[src/rtl/fht_coef_addr_gen.sv]
// Twiddle-coefficient address sequencer for the FHT core.
// Walks every stage and butterfly of one transform pass on a start pulse.
// For each butterfly it presents a coefficient ROM address under a
// valid/ready handshake. oCOEF_VALID marks the ROM data that belongs to the
// address accepted in the previous cycle.
// Optional build macro: FHT_COEF_ERR_EN adds the sticky oERR output.
module fht_coef_addr_gen #(
    parameter int unsigned A_BIT   = 6,
    parameter int unsigned N_STAGE = 8,
    parameter int unsigned S_BIT   = 3
) (
    input  logic             iCLK,
    input  logic             iRESET,
    input  logic             iSTART,
    input  logic             iREADY,
    output logic [A_BIT-1:0] oADDR,
    output logic             oST_ZERO,
    output logic [S_BIT-1:0] oSTAGE,
    output logic             oADDR_VALID,
    output logic             oCOEF_VALID,
    output logic             oBUSY,
    output logic             oDONE
`ifdef FHT_COEF_ERR_EN
    ,
    output logic             oERR
`endif
);

    typedef enum logic [1:0] {StIdle, StRun, StDone} state_e;

    localparam logic [A_BIT-1:0] BflyMax  = '1;
    localparam logic [S_BIT-1:0] StageMax = S_BIT'(N_STAGE - 1);

    state_e           state;
    logic [S_BIT-1:0] stage_cnt;
    logic [A_BIT-1:0] bfly_cnt;

    logic             accept;
    logic             bfly_last;
    logic             pass_last;
    logic [S_BIT-1:0] stage_nxt;
    logic [A_BIT-1:0] bfly_nxt;

    // Stage s uses the low min(s, A_BIT) butterfly bits, left-justified in the address.
    function automatic logic [A_BIT-1:0] addr_of(input logic [S_BIT-1:0] s,
                                                  input logic [A_BIT-1:0] b);
        int unsigned      m;
        int unsigned      sh;
        logic [A_BIT-1:0] mask;
        m = 32'(s);
        if (m > A_BIT) m = A_BIT;
        sh   = A_BIT - m;
        mask = BflyMax >> sh;
        return (b & mask) << sh;
    endfunction

    // Handshake and counter successor values.
    always_comb begin
        accept    = (state == StRun) & iREADY;
        bfly_last = (bfly_cnt == BflyMax);
        pass_last = bfly_last & (stage_cnt == StageMax);
        bfly_nxt  = bfly_cnt + A_BIT'(1);
        stage_nxt = bfly_last ? stage_cnt + S_BIT'(1) : stage_cnt;
    end

    assign oSTAGE = stage_cnt;

    // Sequencer FSM; all outputs are registered alongside the counters.
    always_ff @(posedge iCLK or posedge iRESET) begin
        if (iRESET) begin
            state       <= StIdle;
            stage_cnt   <= '0;
            bfly_cnt    <= '0;
            oADDR       <= '0;
            oST_ZERO    <= 1'b0;
            oADDR_VALID <= 1'b0;
            oCOEF_VALID <= 1'b0;
            oBUSY       <= 1'b0;
            oDONE       <= 1'b0;
        end else begin
            // ROM read latency is one cycle, so data validity trails accept.
            oCOEF_VALID <= accept;
            oDONE       <= 1'b0;
            case (state)
                StIdle: begin
                    if (iSTART) begin
                        state       <= StRun;
                        stage_cnt   <= '0;
                        bfly_cnt    <= '0;
                        oADDR       <= '0;
                        oST_ZERO    <= 1'b1;
                        oADDR_VALID <= 1'b1;
                        oBUSY       <= 1'b1;
                    end
                end
                StRun: begin
                    if (accept) begin
                        if (pass_last) begin
                            state       <= StDone;
                            stage_cnt   <= '0;
                            bfly_cnt    <= '0;
                            oADDR       <= '0;
                            oST_ZERO    <= 1'b0;
                            oADDR_VALID <= 1'b0;
                            oDONE       <= 1'b1;
                        end else begin
                            stage_cnt <= stage_nxt;
                            bfly_cnt  <= bfly_nxt;
                            oADDR     <= addr_of(stage_nxt, bfly_nxt);
                            oST_ZERO  <= (stage_nxt == '0);
                        end
                    end
                end
                StDone: begin
                    state <= StIdle;
                    oBUSY <= 1'b0;
                end
                default: state <= StIdle;
            endcase
        end
    end

`ifdef FHT_COEF_ERR_EN
    // Sticky flag: a start request arrived while a pass was still in flight.
    always_ff @(posedge iCLK or posedge iRESET) begin
        if (iRESET) begin
            oERR <= 1'b0;
        end else if (iSTART && oBUSY) begin
            oERR <= 1'b1;
        end
    end
`endif

endmodule

[config.mk]
export PLATFORM = sky130hd
export DESIGN_NAME = fht_coef_addr_gen
export DESIGN_NICKNAME = d
export VERILOG_FILES = /design/src/rtl/fht_coef_addr_gen.sv
export SDC_FILE = /design/constraint.sdc
export NUM_CORES = 1
export LEC_CHECK = 0
export CAP_MARGIN = 5
export CORE_MARGIN = 8
export CORE_UTILIZATION = 45
export CTS_CLUSTER_SIZE = 20
export DETAILED_ROUTE_END_ITERATION = 12
export HOLD_SLACK_MARGIN = 0.12
export PLACE_DENSITY_LB_ADDON = 0.25
export SETUP_SLACK_MARGIN = 0.05
export SLEW_MARGIN = 10
export SYNTH_ARGS = -nofsm -noshare
export SYNTH_HDL_FRONTEND = slang
export SYNTH_SLANG_ARGS = --single-unit
export TNS_END_PERCENT = 30
[constraint.sdc]
create_clock -name iCLK -period 5.2 [get_ports iCLK]
set_input_delay 0.78 -clock iCLK [delete_from_list [all_inputs] [get_ports iCLK]]
set_output_delay 0.78 -clock iCLK [all_outputs]
set_load 0.005 [all_outputs]
==> results of run 1 <==
-- worst paths after layout --
kind	start	endpoint	slack (ns)	cells past startpoint
worst max-delay path	oSTAGE[0]$_DFFE_PP0P_	oADDR[4]$_DFFE_PP0P_	2.28	12
worst min-delay path	oADDR[1]$_DFFE_PP0P_	oADDR[1]$_DFFE_PP0P_	0.50	2
worst max register to register	oSTAGE[0]$_DFFE_PP0P_	oADDR[4]$_DFFE_PP0P_	2.28	12
worst min register to register	oADDR[1]$_DFFE_PP0P_	oADDR[1]$_DFFE_PP0P_	0.50	2
max in group asynchronous	iRESET	oSTAGE[1]$_DFFE_PP0P_	3.78	2
min in group asynchronous	iRESET	oADDR_VALID$_DFFE_PP0P_	0.92	2
-- through the flow --
step / hold WS [ns] / utilization, % / worst slack [ns] / instances
finish: 0.497 / 54.9 / 2.28 / 188
global route: 0.537 / 54.9 / 2.03 / 188
CTS: 0.499 / 54.9 / 2.31 / 188
detailed placement: 0.474 / 54.1 / 2.34 / 185
global placement: 0.467 / 54.1 / 2.54 / 185
floorplan: 0.473 / - / 2.65 / 141
-- flip-flops by register name, summed over array words and instances (netlist names) --
register	flops
bfly_cnt	6
oADDR	6
oSTAGE	3
state	2
oADDR_VALID	1
oBUSY	1
oCOEF_VALID	1
oDONE	1
oST_ZERO	1
-- routing by layer --
layer | vias to the layer above | GRT usage, % | part of all wire, %
met1 | 528 | 15.7 | 48
met5 | - | 0 | 0
met4 | 0 | 6.92 | 2.8
met2 | 12 | 18.1 | 47
li1 | 543 | - | -
met3 | 9 | 2.40 | 2.2
-- kinds of logic (layout without fill, tap and decap cells) --
family	after synthesis	in the layout
xor gates and xnor gates	3	3
and+or+nand+nor	56	56
muxes	3	3
adders and majority gates	5	5
AOI/OAI and AO/OA	41	41
DFF	22	22
buffers and inverters	11	27
-- power by group --
part / internal, mW / switching (mW) / leakage [nW]
sequential: 0.188 / 0.0261 / 0.285
clock: 0.0270 / 0.0491 / 0.0138
combinational: 0.0399 / 0.0501 / 0.365
-- cell usage after synthesis, types with 3 or more instances --
master,instances
nand2_1,23
dfrtp_1,22
o21ai_0,11
nor2_1,10
a21oi_1,8
inv_1,7
ha_1,5
a22o_1,4
nand3_1,4
nor3b_1,3
or3_1,3
xor2_1,3
-- final cells by class --
cell class                 count  area [µm²]
fill                         262        1250
timing repair buffer          17         170
multi-input combinational    108         719
tap                           31        38.8
clock buffer                   3        22.5
inverter                       7        26.3
sequential                    22         551
-- worst min-delay path: cells and delay by family (launching register included) --
kind / cells / cell delay (ns)
simple gates: 1 / 0.05
flops: 1 / 0.36
compound gates: 1 / 0.06
==> reports/metrics.yaml, run 1 <==
run_status:
  status: "finished, final reports clean"
yosys:
  synth_flop_cell: "dfrtp_1"
  synth_edf_count: 0
  synth_fa_ha_area_share_pct: 4.73
  synthMuxAreaShare_pct: 2.65
  syn_nets: 150
  synth.distinct_cells: 40
  postSynthCellCount: 141
  ys_warn_count: 0
  syn_area_per_cell_um2: 9.37
  synth_area_leaders: "dfrtp_1 (42%), nand2_1 (6.5%), ha_1 (4.7%)"
  synth-seq-area-share_pct: 41.7
  yosys.area_share.simple_pct: 21.8
  synth_xor_area_share_pct: 1.99
  netlist.area_leader.share_pct: 41.7
  synth_top_family_by_area: "compound AO/OA/AOI/OAI gates"
  synthesis.area_mm2: 0.00132
  synth_top_cell_by_area: "dfrtp_1"
  ys_async_sr_fraction_pct: 100
  ys_seq_elements: 22
  synth-compound-area-share_pct: 23.3
clock_tree:
  htreeDepth: 1
  insertion_delay_ns: 0.30
  ctsResizeCount: 0
  cts_buffer_depth: 2
  cts.sinks: 22
  postCtsHoldBufs: 0
  clkTransAtPathRegs_ns: 0.12
  cts_setup_buffers: 0
  cts_tree: "yes"
  root_buffer: "clkbuf_4"
  cts_inserted_buffers: 3
power_and_ir_drop:
  leakage_nw: 0.664
  p_per_area_mw_per_mm2: 249
  ir_worst_vdd_mv: 0.189
  finalPower_mw: 0.380
sta:
  max-slew-margin-rel_pct: 45.8
  fin_crit_sh_pct: 56.1
  skew_ns: 0.00489
  rsz0062_at_grt: "no"
  finalMaxSlewViolations: 0
  final-setup-viol-count: 0
  period_needed_ns: 2.92
  timing.fmax_ghz: 0.343
  finalSetupTns_ns: 0
  finalHoldViolations: 0
  worstMarginPinSlew_ns: 0.812
finish:
  drive_gt1_share_pct: 12.1
  fin_area_mm2: 0.00153
  finish.net_count: 168
  final_common_cell: "nand2_1"
  diodes: 0
  syn2layout_area_growth_pct: 15.6
  final_cell_mix: "nand2_1 (23), dfrtp_1 (22), clkdlybuf4s50_1 (17), o21ai_0 (11), nor2_1 (10)"
floorplanning:
  die_area_mm2: 0.00493
  rows: 19
  coreArea_mm2: 0.00278
  die_height_um: 70.2
  pin_count: 18
  die_w_um: 70.2
  initial_utilization_pct: 47.5
critical_path:
  path_common_cell: "ha_1"
  cp_num_buf_inv: 0
  cp_slowest_cell: "dfrtp_1"
  cp_max_fo: 8
  worst_path_largest_cell_delay_ns: 0.47
  crit_path_start_kind: "flip-flop"
  path_delay_family: "adder cells"
  cp.required_ns: 5.43
  endpoint_kind: "flip-flop"
  crit_chain: "ha_1 -> ha_1 -> a21oi_1 -> nand3_1 -> nand2_2 -> ha_1 -> ha_1 -> nor3b_1 -> nand2_1 -> a21oi_1 -> o21ai_0 -> o211ai_1"
  critPathKind: "reg -> reg"
  arrival_ns: 3.14
global_route:
  grt_util_all_layers_pct: 12.1
  grt_max_degree: 23
  antenna_found_initial: 0
  grt_overflow: 0
  grt_pass1_wl_mm: 4.95
  first_global_vias: 1088
job:
  timing.max_cap.violations: 0
placement:
  gp_congestion: 0.919
  dp_hpwl_mm: 2.28
  io_buffers: 17
  postPlaceCellArea_mm2: 0.00151
min_path:
  worstHoldPathType: "reg -> reg"
route:
  via_per_inst: 5.81
  detail-route-antenna-nets: 0
  drt-pass1-iter-count: 4
  drc: 0
  wl_mm: 2.89
  vias: 1092
  avgRoutedWirePerCell_um: 15.3
  drt_iter0_drc: 29
Power figures use the tool's default switching activity.
==> run 2, diff against run 1 <==
- clock period: 5.2 -> 2.5 ns (I/O delays scaled with it)
==> run 2 against run 1 <==
  * Sequential power grew 110%
  * Die area is the same
  * Via count grew 6.5%
  * Wire length rose by 7.6%
==> reports/metrics.yaml, run 2 (same netlist as run 1, synthesis figures left out) <==
run_status:
  status: "finished, final reports clean"
route:
  drc: 0
  via_per_inst: 5.70
  drt_iter0_drc: 63
  detail-route-antenna-nets: 0
  wl_mm: 3.11
  drt-pass1-iter-count: 4
  vias: 1163
  avgRoutedWirePerCell_um: 15.2
sta:
  final-setup-viol-count: 0
  max-slew-margin-rel_pct: 71.2
  hold_slack_ns: 0.336
  fin_crit_sh_pct: 95.4
  finalMaxSlewViolations: 0
  postLayoutSetupSlackWorst_ns: 0.114
  finalSetupTns_ns: 0
  timing.fmax_ghz: 0.419
  rsz0062_at_grt: "yes"
  period_needed_ns: 2.39
  finalHoldViolations: 0
  skew_ns: 0.00142
  worstMarginPinSlew_ns: 0.433
finish:
  fillers: 238
  area.sequential_um2: 552
  final_common_cell: "nand2_1"
  diodes: 0
  fin_area_mm2: 0.00176
  syn2layout_area_growth_pct: 33.5
  fin_cells: 204
  final_cell_mix: "nand2_1 (22), dfrtp_1 (21), clkdlybuf4s50_1 (17), buf_4 (15)"
  multiInputGateArea_um2: 828
  drive_gt1_share_pct: 27.7
  finish.net_count: 183
critical_path:
  crit_path_start_kind: "flip-flop"
  cp.required_ns: 2.73
  r2r-start: "oSTAGE[0]$_DFFE_PP0P_"
  startpoint: "oSTAGE[0]$_DFFE_PP0P_"
  reg2reg_to: "oADDR[4]$_DFFE_PP0P_"
  reg2reg_slack_ns: 0.11
  arrival_ns: 2.62
  endpoint_kind: "flip-flop"
  r2r_cells: 12
  critPathKind: "reg -> reg"
  cp_max_fo: 6
floorplanning:
  coreArea_mm2: 0.00278
  rows: 19
  die_height_um: 70.2
  die_w_um: 70.2
  pin_count: 18
  initial_utilization_pct: 47.5
  die_area_mm2: 0.00493
global_route:
  grt_pass1_wl_mm: 5.27
  grt_overflow: 0
  grt_max_degree: 14
  first_global_vias: 1143
  antenna_found_initial: 0
  grt_util_all_layers_pct: 12.7
clock_tree:
  cts_buffer_depth: 2
  htreeDepth: 1
  clkTransAtPathRegs_ns: 0.12
  cts_inserted_buffers: 3
  postCtsHoldBufs: 0
  root_buffer: "clkbuf_4"
  cts_tree: "yes"
  insertion_delay_ns: 0.31
  cts.sinks: 22
placement:
  postPlaceCellArea_mm2: 0.00158
  io_buffers: 17
  dp_hpwl_mm: 2.31
  gp_congestion: 0.882
  dp_slack_ns: -0.0574
  placed_cells: 193
min_path:
  worstHoldPathType: "in -> async"
power_and_ir_drop:
  leakage_nw: 0.740
  p_per_area_mw_per_mm2: 493
  ir_worst_vdd_mv: 0.470
job:
  timing.max_cap.violations: 0
[run 2: cell count changes in the layout (fill, tap and decap cells not counted), moves of 2 or more]
cell / before / now
buf_4: 0 / 15
ha_1: 5 / 0
ha_4: 0 / 5
a21oi_1: 8 / 6
nor3b_1: 3 / 1
[run 2: per-stage QoR]
step / power [mW] / util, %
global route: 0.924 / 63.4
detailed placement: 0.649 / 56.8
finish: 0.870 / 63.4
global placement: 0.644 / 56.8
CTS: 0.860 / 59.6
floorplan: 0.597 / -
[run 2: layout make-up]
cell class              count  area share, %
multi-input cells         108           47.0
clock buffers               4           2.06
repair buffers             32           16.0
inverters                   7           1.49
well taps                  31           2.20
flip-flops and latches     22           31.3
[run 2: per-layer routing]
layer  up-vias  GRT usage [%]  wire, µm
li1        573              -         -
met1       566           16.7      1400
met2        19           19.8      1510
met3         5           2.54       137
met4         0           4.91        53
met5         -              0         0
[run 2: worst max-delay path, cell delays in order, from the launching register on]
cell and delay (ns):
dfrtp_2 0.45, ha_4 0.17, ha_4 0.23, a21oi_4 0.16, nand3_2 0.14, nand2_2 0.13
ha_4 0.14, ha_4 0.21, nor3b_2 0.18, a31oi_1 0.06, nor4_1 0.26, o21ai_1 0.09
o211ai_1 0.11
[run 2: repair_timing]
action                                  in CTS  in global routing
gates resized for setup                      5                 11
endpoints found under the setup margin       4                  4
pin swaps                                    1                  8
buffers inserted                             2                  5
[run 2: power by group]
part | internal, mW | switching [mW]
sequential | 0.391 | 0.0503
clock | 0.0890 | 0.107
combinational | 0.115 | 0.118
total | 0.595 | 0.275
[run 2: worst max path at each step]
stage,to,slack (ns),depth (start not counted)
global route,oADDR[4]$_DFFE_PP0P_,-0.004,12
CTS,oADDR[4]$_DFFE_PP0P_,0.05,12
finish,oADDR[4]$_DFFE_PP0P_,0.11,12
global placement,oADDR[4]$_DFFE_PP0P_,0.07,12
detailed placement,oADDR[4]$_DFFE_PP0P_,-0.06,12
floorplan,oADDR[4]$_DFFE_PP0P_,0.05,12
==> run 3, diff against run 2 <==
- CORE_UTILIZATION: 45 -> 30
==> run 3 against run 2 <==
  * Non-clock buffer count grew 4
  * Register-to-register slack is essentially flat
  * Highest routed layer unchanged
  * Critical endpoint unchanged
  * Clock-buffer cell count is the same
  * Fmax grew 0.62%
  * Sequential share of layout area shrank 1.1 points
  * Global-route usage shrank 1.9 points
  * Combinational power grew 2%
  * Power grew 8.4%
  * Die area grew 38%
  * Cell area grew 3.8%
  * First-iteration DRC count grew 11%
  * Worst hold slack gained 0.11 ns
==> reports/metrics.yaml, run 3 (same netlist as run 1, synthesis figures left out) <==
critical_path:
  cp.required_ns: 2.69
  r2r_cells: 12
  critPathKind: "reg -> reg"
  reg2reg_slack_ns: 0.13
  arrival_ns: 2.56
  endpoint_kind: "flip-flop"
  path_delay_family: "adder cells"
  r2r-start: "oSTAGE[0]$_DFFE_PP0P_"
  reg2reg_to: "oADDR[4]$_DFFE_PP0P_"
  cp_num_buf_inv: 0
  crit_path_start_kind: "flip-flop"
  crit_chain: "ha_4 -> ha_4 -> a21oi_4 -> nand3_2 -> nand2_2 -> ha_4 -> ha_4 -> nor3b_2 -> a31oi_1 -> nor4_1 -> o21ai_1 -> o211ai_1"
  worst_path_largest_cell_delay_ns: 0.43
  cp_max_fo: 6
  path_common_cell: "ha_4"
  cp_slowest_cell: "dfrtp_2"
sta:
  skew_ns: 0.000769
  finalMaxSlewViolations: 0
  period_needed_ns: 2.37
  final-setup-viol-count: 0
  rsz0062_at_grt: "yes"
  timing.fmax_ghz: 0.422
  finalHoldViolations: 0
  fin_crit_sh_pct: 94.9
  postLayoutSetupSlackWorst_ns: 0.129
  worstMarginPinSlew_ns: 0.470
  hold_slack_ns: 0.442
  max-slew-margin-rel_pct: 68.7
finish:
  fin_area_mm2: 0.00183
  final_cell_mix: "nand2_1 (22), dfrtp_1 (21), buf_4 (19), clkdlybuf4s50_1 (17), o21ai_0 (10)"
  finish.net_count: 187
  final_common_cell: "nand2_1"
  fillers: 437
  multiInputGateArea_um2: 820
  syn2layout_area_growth_pct: 38.5
  drive_gt1_share_pct: 28.8
  fin_cells: 229
  area.sequential_um2: 552
  diodes: 0
clock_tree:
  clkTransAtPathRegs_ns: 0.08
  postCtsHoldBufs: 0
  htreeDepth: 1
  cts_tree: "yes"
  cts_buffer_depth: 2
  cts_inserted_buffers: 3
  root_buffer: "clkbuf_8"
  cts.sinks: 22
  insertion_delay_ns: 0.27
floorplanning:
  die_height_um: 82.4
  die_w_um: 82.4
  rows: 24
  die_area_mm2: 0.00678
  coreArea_mm2: 0.00429
  pin_count: 18
  initial_utilization_pct: 30.8
job:
  timing.max_cap.violations: 0
global_route:
  grt_overflow: 0
  grt_pass1_wl_mm: 5.80
  grt_util_all_layers_pct: 10.8
  first_global_vias: 1207
  antenna_found_initial: 0
  grt_max_degree: 23
route:
  avgRoutedWirePerCell_um: 15.2
  detail-route-antenna-nets: 0
  via_per_inst: 5.14
  drc: 0
  drt_iter0_drc: 70
  wl_mm: 3.49
  vias: 1177
  drt-pass1-iter-count: 4
placement:
  placed_cells: 217
  io_buffers: 17
  dp_hpwl_mm: 2.38
  dp_slack_ns: 0.0406
  postPlaceCellArea_mm2: 0.00163
  gp_congestion: 0.827
run_status:
  status: "finished, final reports clean"
power_and_ir_drop:
  p_per_area_mw_per_mm2: 515
  ir_worst_vdd_mv: 0.338
  leakage_nw: 0.764
min_path:
  worstHoldPathType: "in -> async"
[run 3: layout make-up]
class,instances,share of cell area (%)
Clock buffer,4,3.01
Inverter,7,1.44
Multi-Input combinational cell,108,44.8
Sequential cell,22,30.1
Tap cell,52,3.55
Timing Repair Buffer,36,17.1
[run 3: layer usage]
metal | global-route usage, % | wire length [µm] | vias up
li1 | - | - | 583
met1 | 13.7 | 1600 | 562
met5 | 0 | 0 | -
met3 | 4.33 | 288 | 2
met4 | 2.11 | 9 | 0
met2 | 16.9 | 1590 | 30
[run 3: report_power, final]
| group | internal (mW) | switching, mW | leakage, nW | total [mW] |
|---|---|---|---|---|
| combinational | 0.112 | 0.125 | 0.452 | 0.237 |
| clock | 0.141 | 0.124 | 0.0288 | 0.265 |
| sequential | 0.391 | 0.0500 | 0.284 | 0.441 |
[run 3: worst max-delay path by stage]
stage                                      from              endpoint  slack, ns  cells past startpoint
after floorplan           oSTAGE[0]$_DFFE_PP0P_  oADDR[4]$_DFFE_PP0P_       0.05                     12
after global placement    oSTAGE[0]$_DFFE_PP0P_  oADDR[4]$_DFFE_PP0P_        0.1                     12
after detailed placement  oSTAGE[0]$_DFFE_PP0P_  oADDR[4]$_DFFE_PP0P_       0.04                     12
after CTS                 oSTAGE[0]$_DFFE_PP0P_  oADDR[4]$_DFFE_PP0P_       0.08                     12
after global routing      oSTAGE[0]$_DFFE_PP0P_  oADDR[4]$_DFFE_PP0P_      -0.02                     12
final                     oSTAGE[0]$_DFFE_PP0P_  oADDR[4]$_DFFE_PP0P_       0.13                     12
[run 3: metrics by stage]
step / total power, mW / utilization (%) / setup TNS, ns
2_1_floorplan: 0.597 / - / 0
3_3_place_gp: 0.658 / 37.9 / 0
3_5_place_dp: 0.660 / 37.9 / 0
4_1_cts: 0.932 / 39.8 / 0
5_1_grt: 1.00 / 42.6 / -0.0249
6_report: 0.943 / 42.6 / 0
[run 3: repair_timing]
| item | in CTS | in global routing |
|---|---|---|
| gates cloned | 0 | 0 |
| setup endpoints to repair | 1 | 4 |
| buffers inserted | 1 | 7 |
| endpoints found under the hold margin | 0 | 0 |
| gates resized for setup | 2 | 12 |
| pin swaps | 1 | 8 |
[run 3: worst min-delay path: stages]
cell and delay, ns:
clkdlybuf4s50_1 0.40, inv_1 0.05, buf_4 0.28
